<file path="src/rtl/out_port_pkg.sv">
// Shared opcode encoding and helpers for the output port bank.
package out_port_pkg;

  localparam int unsigned OP_W = 2;

  typedef enum logic [OP_W-1:0] {
    OP_WRITE     = 2'b00,
    OP_TOGGLE    = 2'b01,
    OP_PULSE     = 2'b10,
    OP_WRITE_ALL = 2'b11
  } op_e;

  // A zero-length pulse still drives the pin for one cycle.
  function automatic int unsigned clamp_len(input int unsigned len);
    return (len == 0) ? 32'd1 : len;
  endfunction

endpackage

</file>
<file path="src/rtl/out_pulse_chan.sv">
// One output pin: pin flop, pulse busy flag and pulse down-counter.
module out_pulse_chan
  import out_port_pkg::*;
#(
  parameter int unsigned PULSE_W = 8
) (
  input  logic               clk_i,
  input  logic               rst_ni,
  input  logic               load_i,
  input  op_e                op_i,
  input  logic               bit_i,
  input  logic               all_bit_i,
  input  logic [PULSE_W-1:0] len_i,
  output logic               dout_o,
  output logic               busy_o
);

  typedef enum logic [0:0] {StIdle, StActive} state_e;

  state_e             state_q;
  logic               dout_q;
  logic [PULSE_W-1:0] cnt_q;

  // Reset is synchronous; an in-flight pulse is dropped and the pin forced low.
  always_ff @(posedge clk_i) begin
    if (!rst_ni) begin
      state_q <= StIdle;
      dout_q  <= 1'b0;
      cnt_q   <= '0;
    end else begin
      unique case (state_q)
        StIdle: begin
          if (load_i) begin
            unique case (op_i)
              OP_WRITE:     dout_q <= bit_i;
              OP_TOGGLE:    dout_q <= ~dout_q;
              OP_WRITE_ALL: dout_q <= all_bit_i;
              OP_PULSE: begin
                dout_q  <= 1'b1;
                cnt_q   <= len_i;
                state_q <= StActive;
              end
              default: ;
            endcase
          end
        end
        StActive: begin
          if (cnt_q == PULSE_W'(1)) begin
            dout_q  <= 1'b0;
            cnt_q   <= '0;
            state_q <= StIdle;
          end else begin
            cnt_q <= cnt_q - PULSE_W'(1);
          end
        end
        default: state_q <= StIdle;
      endcase
    end
  end

  assign dout_o = dout_q;
  assign busy_o = (state_q == StActive);

endmodule

</file>
<file path="src/rtl/out_port_bank.sv">
// Registered GPIO output bank with write/toggle/pulse/write-all commands.
// Define OUT_PORT_BANK_OE_EN to add the oe output-enable register (op 11, pin 1).
module out_port_bank
  import out_port_pkg::*;
#(
  parameter int unsigned NUM_PINS = 4,
  parameter int unsigned SEL_W    = $clog2(NUM_PINS),
  parameter int unsigned PULSE_W  = 8
) (
  input  logic                clk,
  input  logic                rst_n,
  input  logic                cmd_valid,
  output logic                cmd_ready,
  input  logic [OP_W-1:0]     cmd_op,
  input  logic [SEL_W-1:0]    cmd_pin,
  input  logic                cmd_bit,
  input  logic [NUM_PINS-1:0] cmd_all,
  input  logic [PULSE_W-1:0]  pulse_len,
  output logic [NUM_PINS-1:0] dout,
  output logic [NUM_PINS-1:0] busy,
`ifdef OUT_PORT_BANK_OE_EN
  output logic [NUM_PINS-1:0] oe,
`endif
  output logic                cmd_err
);

  op_e                 op;
  logic [NUM_PINS-1:0] pin_sel;
  logic [NUM_PINS-1:0] chan_load;
  logic [PULSE_W-1:0]  len_clamped;
  logic                pin_ok, pin_busy, is_wall, is_oe, bad_pin, accept;
  logic                err_q;

  assign op          = op_e'(cmd_op);
  assign pin_ok      = 32'(cmd_pin) < NUM_PINS;
  assign pin_busy    = |(busy & pin_sel);
  assign len_clamped = PULSE_W'(clamp_len(32'(pulse_len)));
  assign accept      = cmd_valid & cmd_ready;

  always_comb begin
    pin_sel = '0;
    for (int unsigned i = 0; i < NUM_PINS; i++) begin
      pin_sel[i] = (32'(cmd_pin) == i);
    end
  end

  // Out-of-range pins are always ready so the command drains and flags an error.
  always_comb begin
    is_wall   = 1'b0;
    is_oe     = 1'b0;
    bad_pin   = 1'b0;
    cmd_ready = 1'b1;
    if (op == OP_WRITE_ALL) begin
`ifdef OUT_PORT_BANK_OE_EN
      if (cmd_pin == '0) begin
        is_wall = 1'b1;
      end else if (32'(cmd_pin) == 1) begin
        is_oe = 1'b1;
      end else begin
        bad_pin = 1'b1;
      end
`else
      is_wall = 1'b1;
`endif
      cmd_ready = is_wall ? (busy == '0) : 1'b1;
    end else begin
      bad_pin   = !pin_ok;
      cmd_ready = bad_pin | !pin_busy;
    end
  end

  always_comb begin
    chan_load = '0;
    for (int unsigned i = 0; i < NUM_PINS; i++) begin
      chan_load[i] = accept & (is_wall | ((op != OP_WRITE_ALL) & pin_sel[i]));
    end
  end

  for (genvar g = 0; g < NUM_PINS; g++) begin : g_chan
    out_pulse_chan #(
      .PULSE_W(PULSE_W)
    ) u_chan (
      .clk_i    (clk),
      .rst_ni   (rst_n),
      .load_i   (chan_load[g]),
      .op_i     (op),
      .bit_i    (cmd_bit),
      .all_bit_i(cmd_all[g]),
      .len_i    (len_clamped),
      .dout_o   (dout[g]),
      .busy_o   (busy[g])
    );
  end

`ifdef OUT_PORT_BANK_OE_EN
  logic [NUM_PINS-1:0] oe_q;

  always_ff @(posedge clk) begin
    if (!rst_n) begin
      oe_q <= '0;
    end else if (accept & is_oe) begin
      oe_q <= cmd_all;
    end
  end

  assign oe = oe_q;
`endif

  always_ff @(posedge clk) begin
    if (!rst_n) begin
      err_q <= 1'b0;
    end else begin
      err_q <= accept & bad_pin;
    end
  end

  assign cmd_err = err_q;

endmodule

</file>
<file path="config.mk">
export PLATFORM = sky130hd
export DESIGN_NAME = out_port_bank
export DESIGN_NICKNAME = d
export VERILOG_FILES = /design/src/rtl/out_port_pkg.sv /design/src/rtl/out_pulse_chan.sv /design/src/rtl/out_port_bank.sv
export SDC_FILE = /design/constraint.sdc
export NUM_CORES = 1
export LEC_CHECK = 0
export ABC_AREA = 0
export CORE_MARGIN = 3
export CORE_UTILIZATION = 51
export CTS_CLUSTER_SIZE = 8
export DETAILED_ROUTE_END_ITERATION = 10
export PLACE_DENSITY = 0.78
export SLEW_MARGIN = 20
export SYNTH_ARGS = -nofsm -noshare
export SYNTH_HDL_FRONTEND = slang
export SYNTH_SLANG_ARGS = --single-unit
</file>
<file path="constraint.sdc">
create_clock -name clk -period 3.7 [get_ports clk]
set_clock_uncertainty 0.2 [all_clocks]
set_input_delay 0.925 -clock clk [delete_from_list [all_inputs] [get_ports clk]]
set_output_delay 0.925 -clock clk [all_outputs]
set_load 0.005 [all_outputs]
</file>
==> results.py <==
metrics = {
    "outcome": {
        "run_status": "complete, no violations",
    },
    "sta": {
        "timing.final.crit_share_pct": 98.8,
        "setup_viol": 0,
        "hold_viol": 0,
        "tightestPinTransition_ns": 0.661,
        "drv_slew": 0,
        "fmax_mhz": 274,
        "period_minus_slack_ns": 3.66,
        "slew_headroom_pct": 55.8,
        "grt_setup_unrepaired": "no",
    },
    "worst_setup_path": {
        "reg2reg_depth": 6,
        "startpoint": "cmd_op[0]",
        "cp.required_ns": 2.57,
        "timing.rr.start": "g_chan[0].u_chan.busy_o",
        "crit_arrival_ns": 2.53,
        "path_class": "in -> out",
        "cp-start-kind": "input port",
        "reg2reg_to": "g_chan[2].u_chan.cnt_q[6]",
        "endpoint": "cmd_ready",
        "r2r_slack_ns": 1.30,
        "cp_max_fo": 4,
        "setup.worst_path.end_class": "output pin",
    },
    "placement": {
        "dp_hpwl_um": 5730,
        "placed_area_sq_mm": 0.00326,
        "placement.io_buffers": 28,
        "gp_congestion": 0.888,
    },
    "clock_tree": {
        "cts_buffer_depth": 2,
        "cts_sinks": 40,
        "holdBufCountCts": 0,
        "clkTransAtPathRegs_ns": 0.08,
        "htreeDepth": 2,
        "post_cts_buffers": 0,
        "root_buffer": "clkbuf_8",
        "clk_latency_ns": 0.29,
        "cts_inserted_buffers": 5,
        "cts_tree": "done",
    },
    "detailed_routing": {
        "drtPass1Iterations": 5,
        "drt-initial-drc-count": 347,
        "via_per_inst": 6.51,
        "via_count": 3079,
        "detail-route-antenna-nets": 0,
        "wirelength_um": 8220,
        "drcViolationCount": 0,
        "detail_route.wl_per_cell_um": 17.4,
    },
    "grt": {
        "grt_use_total_pct": 26.0,
        "grt_max_degree": 32,
        "antenna_found_initial": 1,
        "grt-ovfl-total": 0,
        "grt_pass1_wl_um": 13600,
        "grt_pass1_vias": 2776,
    },
    "floorplanning": {
        "core_sq_mm": 0.00557,
        "rows": 27,
        "initial_utilization_pct": 53.2,
        "ioPinCount": 30,
        "die_area_sq_mm": 0.00677,
        "die_h_um": 82.3,
        "die_w_um": 82.3,
    },
    "pwr": {
        "seq_power_share_pct": 44.7,
        "leakage_nw": 1.27,
        "p_switching_mw": 0.335,
        "intPower_mw": 0.739,
        "p_sw_share_pct": 31.2,
        "power_density_mw_per_mm2": 321,
        "comb_power_share_pct": 26.6,
        "ir_drop_mv": 0.171,
        "clockPowerShare_pct": 28.7,
    },
    "synthesis": {
        "yosysSeqAreaShare_pct": 27.0,
        "synth.distinct_cells": 78,
        "synth_area_sq_mm": 0.00297,
        "syn_inst": 379,
        "syn_nets": 407,
        "ys.flop_type": "dfxtp_1",
        "ys.warnings.count": 0,
        "synth.avg_cell_area_sq_um": 7.83,
        "synth-seq-cells": 40,
        "synth_edf_count": 0,
        "ys_async_sr_fraction_pct": 0,
    },
    "final_layout": {
        "finalInstanceArea_sq_mm": 0.00335,
        "nNetsFinal": 427,
        "area_growth_pct": 12.9,
        "final_core_util_pct": 60.1,
        "mostFrequentLayoutCell": "dfxtp_1",
        "drive_above_1_share_pct": 10.5,
        "final_cell_mix": "dfxtp_1, nand2_1, nor2_1",
    },
    "job": {
        "maxCapViolCount": 0,
    },
    "worst_hold_path": {
        "hp-start": "g_chan[0].u_chan.dout_o",
        "hold_path.class": "reg -> reg",
    },
}
==> metrics by stage <==
step	power [mW]	setup TNS, ns	cells	worst slack [ns]	hold WS (ns)
final	1.07	0	473	0.0442	0.304
after global routing	1.13	0	473	0.00698	0.320
after global placement	0.764	-0.166	464	-0.166	0.275
after CTS	1.08	0	472	0.0531	0.305
after floorplan	0.689	0	379	0.453	0.252
after detailed placement	0.772	-0.180	464	-0.180	0.289
==> worst max-delay path: stages <==
cell             delay [ns]
dlygate4sd2_1          0.30
o2bb2ai_1              0.15
and2_1                 0.16
a2111o_1               0.42
inv_4                  0.08
clkdlybuf4s50_1        0.50
==> flip-flops by register name, indices dropped and copies added, names as in the netlist <==
name	count
g_chan.u_chan.cnt_q	32
g_chan.u_chan.busy_o	4
g_chan.u_chan.dout_o	4
==> area by class of cell <==
class                           instances  area (sq um)
Tap cell                               72          90.1
Inverter                               18          70.1
Sequential cell                        40           801
Antenna cell                            1          2.50
Clock buffer                            8          90.1
Multi-Input combinational cell        287          1880
Fill cell                             533          2230
Timing Repair Buffer                   47           419
==> Yosys cell counts (3+ instances only) <==
master      n  area (sq um)
dfxtp_1    40           801
nand2_1    30           113
nor2_1     26          97.6
a21oi_1    24           120
nand3_1    18          90.1
nor3_1     18          90.1
clkbuf_1   16          60.1
inv_1      16          60.1
o21ai_0    16          80.1
buf_4       9          67.6
and3_1      8          50.1
ha_1        8           100
nor2b_1     8          50.1
nor4_1      8          50.1
a31oi_1     7          43.8
nand4_1     7          43.8
mux2i_1     5          50.1
o2111ai_1   5          43.8
o221ai_1    5          43.8
a211oi_1    4          30.0
a311oi_1    4          35.0
nand2_2     4          25.0
o2111a_1    4          45.0
o211ai_1    4          30.0
xnor2_1     4          35.0
a2111oi_2   3          45.0
a221oi_1    3          26.3
buf_2       3          15.0
buf_6       3          33.8
o21a_1      3          22.5
o311a_1     3          30.0
o31ai_1     3          22.5
or4_1       3          22.5
==> metal layers <==
metal | routed length [um] | up-vias | global-route usage [%] | share of wire, %
met1 | 3450 | 1448 | 34.8 | 42
met5 | 0 | - | 0 | 0
met4 | 235 | 0 | 11.3 | 2.9
met2 | 3820 | 139 | 39.9 | 46
li1 | - | 1471 | - | -
met3 | 712 | 21 | 5.86 | 8.7
==> power by group through the flow <==
stage | logic, mW | clock network [mW] | registers (mW)
3_3_place_gp | 0.276 | 0 | 0.488
6_report | 0.286 | 0.308 | 0.480
2_1_floorplan | 0.209 | 0 | 0.480
3_5_place_dp | 0.283 | 0 | 0.490
4_1_cts | 0.283 | 0.315 | 0.480
5_1_grt | 0.317 | 0.332 | 0.485
==> cells by family after synthesis <==
family	count (synthesis)	synth area share (%)
simple gates	151	26.8
compound gates	114	28.7
buf+inv	52	9.78
flops	40	27.0
fa+ha+maj	8	3.37
mux	7	2.45
xor+xnor	6	1.77
other cells	1	0.126
==> worst min-delay path by stage <==
stage                         endpoint  slack, ns  cells after the start
2_1_floorplan  g_chan[0].u_chan.dout_o       0.25                      2
3_3_place_gp   g_chan[0].u_chan.dout_o       0.27                      2
3_5_place_dp   g_chan[3].u_chan.dout_o       0.29                      2
4_1_cts        g_chan[0].u_chan.dout_o       0.31                      2
5_1_grt        g_chan[0].u_chan.dout_o       0.32                      2
6_report       g_chan[0].u_chan.dout_o       0.30                      2
==> timing repair <==
action / 4_1_cts / 5_1_grt
setup endpoints to repair: 1 / 1
pin swaps: 1 / 1
gates resized for setup: 4 / 1
Power figures use the tool's default switching activity.
